[src/rtl/register.sv]
// General-purpose load-enabled storage register with asynchronous active-high reset.
// The output comes straight from the flops; there is no combinational path from in to out.
module register #(
    parameter int unsigned             WIDTH       = 32,
    parameter logic [WIDTH-1:0]        RESET_VALUE = '0
) (
    input  logic             CLK,
    input  logic             RST,
    input  logic             enable,
    input  logic [WIDTH-1:0] in,
    output logic [WIDTH-1:0] out
);

    // Reset wins over a coincident load; otherwise capture on enable, else hold.
    always_ff @(posedge CLK or posedge RST) begin
        if (RST) begin
            out <= RESET_VALUE;
        end else if (enable) begin
            out <= in;
        end
    end

endmodule

[config.mk]
export PLATFORM = sky130hd
export DESIGN_NAME = register
export DESIGN_NICKNAME = d
export VERILOG_FILES = /design/src/rtl/register.sv
export SDC_FILE = /design/constraint.sdc
export NUM_CORES = 1
export LEC_CHECK = 0
export CAP_MARGIN = 20
export CORE_ASPECT_RATIO = 1.75
export CORE_MARGIN = 8
export CORE_UTILIZATION = 35
export CTS_CLUSTER_DIAMETER = 200
export DETAILED_ROUTE_END_ITERATION = 8
export GPL_TIMING_DRIVEN = 0
export PLACE_DENSITY_LB_ADDON = 0.12
export SLEW_MARGIN = 5
export SYNTH_ARGS = -nofsm -noshare
export SYNTH_HDL_FRONTEND = slang
export SYNTH_SLANG_ARGS = --single-unit
[constraint.sdc]
create_clock -name CLK -period 1.8 [get_ports CLK]
set_clock_uncertainty 0.1 [all_clocks]
set_input_delay 0.54 -clock CLK [delete_from_list [all_inputs] [get_ports CLK]]
set_output_delay 0.54 -clock CLK [all_outputs]
set_load 0.005 [all_outputs]
# After elaboration in Yosys (flattened, before gate mapping)
# Cells that the tools add are included.
totals:
  regBits: 32
  output_inout_bits: 32
  word_cells: 1

# Longest topological paths before layout
logic_depth:
  depth_word: 0
  mapped_depth: 3
  mapped_depth_nobuf: 1

# Worst setup path before layout
# Ideal clock, no wire load.
synth_timing:
  path_kind: "in2reg"
  startpoint: "in enable"
  endpoint: "reg out[0]"
  setup_time_ns: 0.125
  t_arrival_ns: 1.082
  required_ns: 1.575
  setup_slack_ns: 0.493
  path_stages: 3
  n_path_buf: 2
  cell_sequence: "buf_6 -> buf_12 -> mux2_4"
synth_rtl:
  columns: ["item", "line", "rtl"]
  rows:
  - ["start: declaration", "9", "input logic enable,"]
  - ["end signal: assignment", "19", "out <= in;"]
  - ["end: declaration", "11", "output logic [WIDTH-1:0] out"]
# No word-level cell between the ends.

# Worst setup path in the final report
layout_timing:
  startpoint: "reg out[7]"
  endpoint: "out out[7]"
# No word-level cell between the ends.

==> flow_metrics.py <==
metrics = {
    "finish": {
        "top_register": "out",
        "fin_nets": 180,
        "multi_input_area_um2": 473,
        "fillers": 313,
        "largest_reg_flops": 32,
        "syn_to_final_growth_pct": 67.3,
        "top_regs": "out (32)",
        "antennaDiodeCount": 0,
        "drive_above_1_share_pct": 32.4,
        "finish.instance_area_mm2": 0.00226,
        "ff_latch_area_um2": 801,
        "fin_cells": 193,
    },
    "logic_synthesis": {
        "syn_avg_cell_area_um2": 19.5,
        "synth_cell_types": 6,
        "synth_top_area_share_pct": 59.4,
        "yosys.cell_count.top_type": "dfrtp_1",
        "ys_seq_elements": 32,
        "synth_edf_count": 0,
        "ys_top_cells_by_count": "32 x dfrtp_1, 30 x mux2_4, 3 x buf_12",
        "synth.area.top_cells": "dfrtp_1 59%, mux2_4 33%, buf_12 4.5%, mux2_2 1.7%, buf_6 0.83%",
        "syn_area_mm2": 0.00135,
        "synth_ff_type": "dfrtp_1",
        "async_reset_ff_share_pct": 100,
        "synth_warnings": 0,
        "synth_nets": 104,
        "netlist_instances": 69,
        "synth_top_cell_by_area": "dfrtp_1",
        "yosysSeqAreaShare_pct": 59.4,
    },
    "status": {
        "outcome": "finished clean",
    },
    "setup_path": {
        "crit_arrival_ns": 1.12,
        "path_class": "register to primary output",
        "crit_buf_inv": 1,
        "cp_max_fo": 2,
        "end_kind": "primary output",
        "crit_chain": "clkdlybuf4s50_1",
        "crit_required_ns": 1.16,
        "critPathTopFamily": "buffers and inverters",
        "max_stage_delay_ns": 0.50,
        "crit_path_start_kind": "register",
        "cp_slowest_cell": "clkdlybuf4s50_1",
    },
    "clock_tree": {
        "htree_levels": 2,
        "clkSinkCount": 32,
        "clockBufferDepth": 2,
        "cts_buffers": 5,
        "path_clk_slew_ns": 0.06,
        "cts_tree": "built",
        "cts-root-buf": "clkbuf_8",
        "clk_latency_ns": 0.27,
    },
    "die": {
        "initial_core_util_pct": 35.6,
        "die-area_mm2": 0.00617,
        "io-pin-count": 67,
        "die_w_um": 62.9,
        "std_cell_rows": 30,
        "fp.coreArea_mm2": 0.00379,
        "dieHeight_um": 98.1,
    },
    "job": {
        "max_cap_violations": 0,
    },
    "timing": {
        "worst_pin_slew_ns": 0.571,
        "fin_crit_sh_pct": 98.0,
        "finalMaxSlewViolations": 0,
        "rsz0062_at_grt": "no",
        "hold_viol": 0,
        "whs_ns": 0.401,
        "setup_ws_ns": 0.0355,
        "min_period_ns": 1.76,
        "fmax_mhz": 567,
        "setup_viol": 0,
        "maxSlewHeadroom_pct": 61.9,
    },
    "routing": {
        "drc": 0,
        "drtIter0Drc": 13,
        "drt_pass1_iterations": 2,
        "detailroute.via_count": 857,
        "ant_nets": 0,
        "viasPerCell": 4.44,
        "wl_per_cell_um": 16.3,
        "routed_wl_mm": 3.14,
    },
    "placement": {
        "preCtsSetupSlack_ns": 0.243,
        "place_congestion": 0.685,
        "dpl-instance-area_mm2": 0.00209,
        "dp_hpwl_mm": 2.39,
        "placed_cells_incl_taps": 183,
        "io_buffers": 65,
    },
    "global_route": {
        "use_met3_pct": 4.93,
        "use_met2_pct": 17.5,
        "antenna_found_initial": 0,
        "grt_pass1_wl_mm": 5.20,
        "gr-max-usage-layer": "met2",
        "first_global_vias": 991,
        "grt_max_degree": 21,
        "gr-usage-all-layers_pct": 10.7,
        "met1_usage_pct": 11.3,
        "overflow": 0,
    },
    "power": {
        "irDropWorstVdd_mv": 0.533,
        "p_leak_nw": 1.22,
        "power.density_mw_per_mm2": 797,
    },
    "worst_hold_path": {
        "holdCritPathClass": "register to register",
    },
}
-- power by group --
group          switching (mW)  total, mW  leakage, nW  internal, mW
Sequential             0.0370      0.829        0.374         0.792
Clock                   0.235      0.575       0.0503         0.340
Combinational           0.107      0.394        0.797         0.287
Total                   0.379       1.80         1.22          1.42
-- through the flow --
step                      TNS [ns]  total power [mW]  util [%]
after floorplan                  0              1.01         -
after CTS                        0              1.84      57.4
after global routing             0              1.89      59.5
final                            0              1.80      59.5
after detailed placement         0              1.26      55.0
after global placement       -8.85              1.25      54.3
-- per-layer routing --
| layer | wire (um) | share of wire (%) | vias up |
|---|---|---|---|
| met5 | 0 | 0 | - |
| met4 | 59 | 1.9 | 0 |
| met3 | 236 | 7.5 | 7 |
| met2 | 1620 | 52 | 38 |
| met1 | 1230 | 39 | 424 |
| li1 | - | - | 388 |
-- layout make-up --
type	count	area share [%]
flip-flops and latches	32	35.5
multi-input cells	32	21.0
plain buffers	4	3.16
repair buffers	69	33.3
well taps	48	2.66
clock buffers	7	4.27
inverters	1	0.166
-- placed cells by master (no fill, tap or decap), drive strengths merged --
cell           count
clkdlybuf4s50     36
buf                8
dfrtp             32
clkbuf             7
dlygate4sd2        6
dlymetal6s2s      23
inv                1
mux2              32
-- final timing paths --
kind | startpoint | to | slack (ns) | cells after the start
min in group asynchronous | RST | out[10] | 0.52 | 2
min reg2reg | out[27] | out[27] | 0.40 | 1
max | out[7] | out[7] | 0.04 | 1
max in group asynchronous | RST | out[0] | 0.59 | 3
min | out[27] | out[27] | 0.40 | 1
max reg2reg | out[22] | out[22] | 0.81 | 2
-- logic make-up (layout without fill, tap and decap cells) --
| family | count (synthesis) | count (layout) | share of synthesized area (%) |
|---|---|---|---|
| muxes | 32 | 32 | 35.1 |
| DFF | 32 | 32 | 59.4 |
| buffers and inverters | 5 | 81 | 5.57 |
-- worst register-to-register path: cells and delay by family, from the launching register on --
| kind | cells | cell delay [ns] |
|---|---|---|
| flip-flops | 1 | 0.38 |
| multiplexers | 1 | 0.26 |
| buffers and inverters | 1 | 0.13 |
-- what timing repair did --
item | in CTS | in global routing
buffers inserted | 0 | 3
endpoints found under the setup margin | 6 | 23
hold buffers | 0 | 0
resized for setup | 6 | 23
Power figures use the tool's default switching activity.
